`config.mk`:
```
export PLATFORM = sky130hd
export DESIGN_NAME = ifetch_queue
export DESIGN_NICKNAME = d
export VERILOG_FILES = /design/src/rtl/ifetch_queue.sv
export SDC_FILE = /design/constraint.sdc
export NUM_CORES = 1
export LEC_CHECK = 0
export CAP_MARGIN = 15
export CORE_MARGIN = 4
export CORE_UTILIZATION = 49
export CTS_CLUSTER_SIZE = 24
export DETAILED_ROUTE_END_ITERATION = 7
export GPL_TIMING_DRIVEN = 1
export PLACE_DENSITY = 0.72
export SYNTH_ARGS = -nofsm -noshare
export SYNTH_HDL_FRONTEND = slang
export SYNTH_SLANG_ARGS = --single-unit
```
`constraint.sdc`:
```
create_clock -name clock -period 4 [get_ports clock]
set_input_delay 0.6 -clock clock [delete_from_list [all_inputs] [get_ports clock]]
set_output_delay 0.6 -clock clock [all_outputs]
set_load 0.03 [all_outputs]
```
`src/rtl/ifetch_queue.sv`:
```
// Fetch PC owner + DEPTH-entry instruction queue to ID; word visible 2 cycles after request (1 with IFETCH_QUEUE_BYPASS_EN).
// Backpressure: id_ready low lets the queue fill, then imem_req drops until count+inflight < DEPTH; redirect/reset flush.
module ifetch_queue #(
    parameter int          DEPTH    = 4,
    parameter logic [31:0] RESET_PC = 32'h0000_0000
) (
    input  logic        clock,
    input  logic        reset,
    input  logic        redirect,
    input  logic [31:0] redirect_pc,
    output logic        imem_req,
    output logic [31:0] imem_addr,
    input  logic [31:0] imem_rdata,
    output logic        id_valid,
    output logic [31:0] id_instr,
    output logic [31:0] id_pcplus4,
    input  logic        id_ready
);

    localparam int AW = $clog2(DEPTH);
    localparam int CW = AW + 1;

    logic [31:0]   fetch_pc;
    logic [31:0]   inflight_pc;
    logic          inflight;
    logic [63:0]   mem [DEPTH];
    logic [AW-1:0] rd_ptr;
    logic [AW-1:0] wr_ptr;
    logic [CW-1:0] count;

    logic          flush;
    logic [CW-1:0] occupancy;
    logic          q_vld;
    logic [63:0]   head;
    logic [63:0]   push_dat;
    logic          push;
    logic          pop;

    assign flush     = reset | redirect;
    // Reserving a slot for the in-flight word means a push can never find the queue full.
    assign occupancy = count + CW'(inflight);
    assign imem_req  = !flush && (occupancy < CW'(DEPTH));
    assign imem_addr = fetch_pc >> 2;
    assign q_vld     = (count != '0);
    assign head      = mem[rd_ptr];
    assign push_dat  = {imem_rdata, inflight_pc + 32'd4};

    always_comb begin
        id_valid   = 1'b0;
        id_instr   = '0;
        id_pcplus4 = '0;
        push       = 1'b0;
        pop        = 1'b0;
        if (!flush) begin
`ifdef IFETCH_QUEUE_BYPASS_EN
            if (inflight && !q_vld) begin
                // Empty queue: hand the returning word straight to decode; store it only if not taken.
                id_valid                 = 1'b1;
                {id_instr, id_pcplus4}   = push_dat;
                push                     = !id_ready;
            end else begin
                id_valid = q_vld;
                if (q_vld) begin
                    {id_instr, id_pcplus4} = head;
                end
                push = inflight;
                pop  = q_vld && id_ready;
            end
`else
            id_valid = q_vld;
            if (q_vld) begin
                {id_instr, id_pcplus4} = head;
            end
            push = inflight;
            pop  = q_vld && id_ready;
`endif
        end
    end

    always_ff @(posedge clock) begin
        if (flush) begin
            fetch_pc    <= reset ? (RESET_PC & 32'hFFFF_FFFC) : (redirect_pc & 32'hFFFF_FFFC);
            inflight    <= 1'b0;
            inflight_pc <= '0;
            rd_ptr      <= '0;
            wr_ptr      <= '0;
            count       <= '0;
        end else begin
            inflight <= imem_req;
            if (imem_req) begin
                inflight_pc <= fetch_pc;
                fetch_pc    <= fetch_pc + 32'd4;
            end
            if (push) begin
                wr_ptr <= wr_ptr + AW'(1);
            end
            if (pop) begin
                rd_ptr <= rd_ptr + AW'(1);
            end
            if (push && !pop) begin
                count <= count + CW'(1);
            end else if (!push && pop) begin
                count <= count - CW'(1);
            end
        end
    end

    always_ff @(posedge clock) begin
        if (push) begin
            mem[wr_ptr] <= push_dat;
        end
    end

endmodule

```
==> results.toml, run 1 <==
[run_status]
run_status = "complete, no violations"

[global_route]
track_usage_pct = 18.4
grt_max_degree = 72
grt_pass1_vias = 8436
grt.overflow.total = 0
grt_pass1_wl_mm = 45.5
antenna_found_initial = 0

[synthesis]
synthFlopType = "edfxtp_1"
synth_top_area_share_pct = 61.8
synthTopCellsByArea = "edfxtp_1, mux4_2, dfxtp_1"
synthArstFlopShare_pct = 0
synth_area_per_cell_sq_um = 15.3
yosysUniqueCellTypes = 47
syn_area_sq_mm = 0.0135
yosysWarnings = 0
ys_ff_latch = 318
yosys.area.top_type = "edfxtp_1"
seq_area_frac_synth_pct = 67.7
syn_inst = 885
synth_enable_flop_cells = 278

[power_and_ir_drop]
leakage_uw = 0.00558
power_uw = 6740
max-vdd-ir-drop_mv = 0.403
p_per_area_mw_per_mm2 = 410

[floorplanning]
initial_core_util_pct = 50.0
coreArea_sq_mm = 0.0270
rows = 60
io_pins = 166
die_h_um = 174
die_w_um = 174
dieArea_sq_mm = 0.0303

[sta]
period_needed_ns = 3.56
post-route-period-util_pct = 89.0
holdWs_ns = 0.484
fmax_mhz = 281
drv_slew = 0
fin_skew_ns = 0.0195
tns_ns = 0
setup_violations = 0
slew_headroom_pct = 32.6
tightest_slew_ns = 1.01
rsz0062_at_grt = "false"
hold_viol = 0

[clock_tree]
ctsResizeCount = 0
cts_max_path_buffers = 3
clockRootBuffer = "clkbuf_16"
cts_inserted_buffers = 31
cts_tree = "done"
cts_max_level = 1
cts.sinks = 318
clkLatencyLatePin_ns = 0.56
cts_setup_buffers = 0
clk_pin_slew_worst_paths_ns = 0.06
ctsHoldBuffers = 0

[worst_setup_path]
worstPathCellList = "or3_2, and3_1, clkdlybuf4s50_1"
path_class = "reg2out"
cp.required_ns = 3.40
start_kind = "flop"
critPathSlowestCell = "or3_2"
crit_path_end_kind = "output port"
critPathMaxStageDelay_ns = 0.85
cp_max_fo = 65
cp.arrival_ns = 2.96

[cells_and_area]
fillerInstances = 2023
drive_above_1_share_pct = 13.5
area_delta_synth_final_pct = 21.8
fin_util_pct = 60.9
final_nets = 1112
diodes = 0

[routing]
viasPerCell = 5.75
ant_nets = 0
drt_pass1_iterations = 5
drt_iter0_drc = 651
wl_mm = 28.1
drc = 0
num_vias = 8047
post_drt_wl_per_cell_um = 20.1

[placement]
portBuffers = 159
dp_hpwl_mm = 18.0
gp_congestion = 0.812

[flow_run]
max-cap-violations = 0

[worst_hold_path]
worstHoldPathType = "reg2reg"
flip-flops by register name, summed over array words and instances (netlist names), named ones only:
| signal | flops |
|---|---|
| inflight_pc | 30 |
| wr_ptr | 2 |
| inflight | 1 |
| mem | 248 |
| fetch_pc | 30 |
| count | 3 |
| rd_ptr | 2 |
placed cells by master (no fill, tap or decap), types with 4 or more instances in the layout:
| master | n |
|---|---|
| or4_1 | 7 |
| edfxtp_1 | 278 |
| clkbuf_16 | 31 |
| dfxtp_1 | 38 |
| ha_1 | 7 |
| a21oi_1 | 34 |
| and3_1 | 70 |
| buf_4 | 9 |
| o31ai_1 | 6 |
| nand2_1 | 80 |
| and4_1 | 9 |
| xnor2_1 | 25 |
| mux4_2 | 62 |
| nand3_1 | 22 |
| nor3_1 | 11 |
| and3_2 | 4 |
| inv_1 | 12 |
| or3_1 | 6 |
| a311oi_1 | 11 |
| nand4_1 | 19 |
| clkdlybuf4s50_1 | 159 |
| o21ai_0 | 6 |
| clkbuf_1 | 10 |
| conb_1 | 4 |
| buf_12 | 7 |
| a211oi_1 | 14 |
| xor2_1 | 21 |
| nor4_1 | 6 |
| nor2_1 | 41 |
| clkinv_2 | 6 |
path summary, 6_finish.rpt:
check	start	to	slack [ns]	cells after the start
worst max-delay path	count[2]$_SDFFE_PN0P_	id_instr[2]	0.44	3
worst max register to register	count[0]$_SDFFE_PN0P_	count[2]$_SDFFE_PN0P_	1.00	8
worst min register to register	inflight_pc[31]$_SDFFE_PN0P_	inflight_pc[31]$_SDFFE_PN0P_	0.48	2
worst min-delay path	inflight_pc[31]$_SDFFE_PN0P_	inflight_pc[31]$_SDFFE_PN0P_	0.48	2
final cells by class:
class | instances | area, sq um | area share (%)
sequential | 318 | 9150 | 55.6
multi-input combinational | 497 | 4090 | 24.8
timing repair buffer | 176 | 1810 | 11.0
clock buffer | 43 | 841 | 5.11
tap | 341 | 427 | 2.59
clock inverter | 12 | 87.6 | 0.532
inverter | 12 | 45.0 | 0.274
Yosys cell counts (2+ instances only):
library cell / count
and2_1: 3
nor2_1: 42
ha_1: 7
buf_2: 11
a2111oi_0: 3
a311oi_1: 11
nand3_1: 22
a21oi_1: 34
clkbuf_1: 38
nand2_1: 80
and3_1: 74
dfxtp_1: 40
edfxtp_1: 278
mux4_2: 62
o31ai_1: 6
xor2_1: 22
xnor2_1: 26
buf_4: 4
nand4_2: 2
a211oi_1: 14
nor4_1: 6
nand4_1: 19
nand3_2: 2
nor3_1: 11
mux2i_1: 3
o21ai_0: 6
and4_1: 9
buf_1: 7
or4_1: 7
inv_1: 12
or3_1: 7
or2_2: 2
power by group:
group | switching [uW] | internal (uW)
Combinational | 196 | 161
Clock | 1150 | 1520
Sequential | 68.2 | 3650
Total | 1410 | 5330
metal layers:
| metal | share of wire (%) | track usage [%] | vias up |
|---|---|---|---|
| met2 | 48 | 30.8 | 290 |
| li1 | - | - | 3753 |
| met1 | 44 | 26.0 | 3964 |
| met3 | 6.2 | 2.91 | 40 |
| met5 | 0 | 0 | - |
| met4 | 1.5 | 3.56 | 0 |
critical path, delay by kind of cell (launching register included):
| family | cells | cell delay [ns] |
|---|---|---|
| AND/OR/NAND/NOR | 2 | 1.18 |
| buffers and inverters | 1 | 0.69 |
| flip-flops | 1 | 0.50 |
cells by family after synthesis:
group | after synthesis | synth area share (%)
adder cells (fa/ha/maj) | 8 | 0.797
XOR/XNOR | 48 | 3.11
multiplexers | 65 | 10.6
other | 1 | 0.0278
AND/OR/NAND/NOR | 295 | 11.8
AO/OA/AOI/OAI | 77 | 3.71
buffers and inverters | 73 | 2.30
flip-flops | 318 | 67.7
metrics by stage:
stage          setup WS, ns  instances  cell area (sq um)
6_report              0.442       1399              16500
5_1_grt               0.304       1399              16500
4_1_cts               0.409       1398              16400
3_5_place_dp          0.915       1343              15500
3_3_place_gp          0.925       1343              15500
2_1_floorplan         0.744        888              13500
Note: power is estimated with default switching activity, not from simulation.
==> inputs of run 2 (changes only) <==
--- a/config.mk
+++ b/config.mk
@@ -6,12 +6,14 @@
 export NUM_CORES = 1
 export LEC_CHECK = 0
 export CAP_MARGIN = 15
+export CELL_PAD_IN_SITES_DETAIL_PLACEMENT = 1
+export CELL_PAD_IN_SITES_GLOBAL_PLACEMENT = 2
 export CORE_MARGIN = 4
-export CORE_UTILIZATION = 49
+export CORE_UTILIZATION = 40
 export CTS_CLUSTER_SIZE = 24
 export DETAILED_ROUTE_END_ITERATION = 7
 export GPL_TIMING_DRIVEN = 1
-export PLACE_DENSITY = 0.72
+export PLACE_DENSITY_LB_ADDON = 0.1
 export SYNTH_ARGS = -nofsm -noshare
 export SYNTH_HDL_FRONTEND = slang
 export SYNTH_SLANG_ARGS = --single-unit
==> run 2 against run 1 <==
Core utilization is 10 points lower. Non-clock buffer count rose by 1. Fmax increased by 4.0%. Count of clock-buffer cells in the layout stayed put. Wire length grew 12%. Clock skew shrank 0.00076 ns. Critical path type unchanged. Critical path depth is the same. Sequential cell count unchanged. Die area rose by 21%. Cell count is 8.3% higher. Largest cell class unchanged. Clock power increased by 18%.
==> results.toml, run 2 (synthesized netlist as in run 1, its figures left out) <==
[run_status]
run_status = "complete, no violations"

[sta]
fmax_mhz = 292
hold_viol = 0
setup_violations = 0
drv_slew = 0
period_needed_ns = 3.42
tns_ns = 0
rsz0062_at_grt = "false"
tightest_slew_ns = 0.992
slew_headroom_pct = 33.8
post-route-period-util_pct = 85.5
fin_skew_ns = 0.0187
final.setup.worst_slack_ns = 0.579

[cells_and_area]
largest_reg_flops = 248
drive_above_1_share_pct = 15.9
area_delta_synth_final_pct = 25.2
fin_util_pct = 50.5
final_nets = 1117
finish.instance_area_sq_mm = 0.0169
final_common_cell = "edfxtp_1"
layoutNonFillerInstCount = 1515
top_register = "mem"
reg.largest.list = "mem (248), fetch_pc (30), inflight_pc (30)"
final_cell_mix = "edfxtp_1, clkdlybuf4s50_1, nand2_1"

[worst_setup_path]
critPathMaxStageDelay_ns = 0.84
worstPathCellList = "or3_2, and3_1, clkdlybuf4s50_1"
cp.arrival_ns = 2.82
r2r-start = "count[0]$_SDFFE_PN0P_"
path_class = "reg2out"
cp_max_fo = 54
critPathSlowestCell = "or3_2"
crit_path_end_kind = "output port"
rr_endpoint = "count[2]$_SDFFE_PN0P_"
start_kind = "flop"
cp.required_ns = 3.40
r2r.worst_path.cells = 8
reg2reg_slack_ns = 1.02

[floorplanning]
dieArea_sq_mm = 0.0368
io_pins = 166
coreArea_sq_mm = 0.0334
die_w_um = 192
rows = 67
initial_core_util_pct = 40.4
die_h_um = 192

[flow_run]
max-cap-violations = 0

[routing]
ant_nets = 0
drt_iter0_drc = 411
drt_pass1_iterations = 4
drc = 0
wl_mm = 31.4
num_vias = 8010
viasPerCell = 5.29
post_drt_wl_per_cell_um = 20.7

[clock_tree]
clockRootBuffer = "clkbuf_16"
clk_pin_slew_worst_paths_ns = 0.06
cts_setup_buffers = 0
cts_inserted_buffers = 35
cts_max_path_buffers = 3
ctsResizeCount = 0
cts.sinks = 318
clkLatencyLatePin_ns = 0.51
cts_max_level = 2
ctsHoldBuffers = 0
cts_tree = "done"

[placement]
place_area_sq_mm = 0.0158
gp_congestion = 0.748
dp_slack_ns = 0.741
portBuffers = 159
dp_cells = 1452
dp_hpwl_mm = 20.2

[worst_hold_path]
min_to = "inflight_pc[31]$_SDFFE_PN0P_"
whs_path_depth = 2
worstHoldPathType = "reg2reg"
hold_start = "inflight_pc[31]$_SDFFE_PN0P_"

[global_route]
grt.overflow.total = 0
grt_pass1_vias = 8556
grt_max_degree = 72
antenna_found_initial = 0
grt_pass1_wl_mm = 50.2
track_usage_pct = 17.3

[power_and_ir_drop]
max-vdd-ir-drop_mv = 0.231
p_per_area_mw_per_mm2 = 427
leakage_uw = 0.00575
run 2: critical path: cells and delay by family, from the launching register on:
kind	cells	cell delay, ns
simple gates	2	1.15
buf+inv	1	0.69
flops	1	0.47
run 2: power by group:
group	leakage (uW)	switching, uW	total (uW)	internal (uW)
clock network	0.000551	1250	3140	1890
logic	0.00221	201	365	164
registers	0.00299	69.8	3720	3650
total	0.00575	1520	7220	5700
run 2: worst max-delay path by stage:
stage / from / cells after the start / endpoint / slack [ns]
floorplan: redirect / 4 / mem[0][10]$_DFFE_PP_ / 0.74
global placement: reset / 5 / id_instr[18] / 0.76
detailed placement: reset / 10 / count[2]$_SDFFE_PN0P_ / 0.74
CTS: flop / 5 / id_pcplus4[20] / 0.47
global route: flop / 5 / id_pcplus4[20] / 0.36
finish: count[2]$_SDFFE_PN0P_ / 3 / id_instr[18] / 0.58
run 2: through the flow:
step,hold slack (ns),power [uW]
5_1_grt,0.505,7520
6_report,0.473,7220
2_1_floorplan,0.448,3950
3_3_place_gp,0.456,4150
3_5_place_dp,0.469,4160
4_1_cts,0.477,7320
run 2: area by class of cell:
| cell class | count | area, sq um |
|---|---|---|
| flip-flops and latches | 318 | 9150 |
| clock buffers | 43 | 916 |
| multi-input cells | 497 | 4090 |
| well taps | 448 | 561 |
| inverters | 12 | 45.0 |
| diodes | 1 | 2.50 |
| repair buffers | 177 | 1930 |
| fillers | 3198 | 16500 |
| clock inverters | 19 | 204 |
run 2: layer usage:
| metal | share of wire, % | GRT usage (%) |
|---|---|---|
| met2 | 49 | 29.3 |
| met5 | 0 | 0 |
| met3 | 4.9 | 3.29 |
| met4 | 1.8 | 3.81 |
| met1 | 45 | 23.5 |
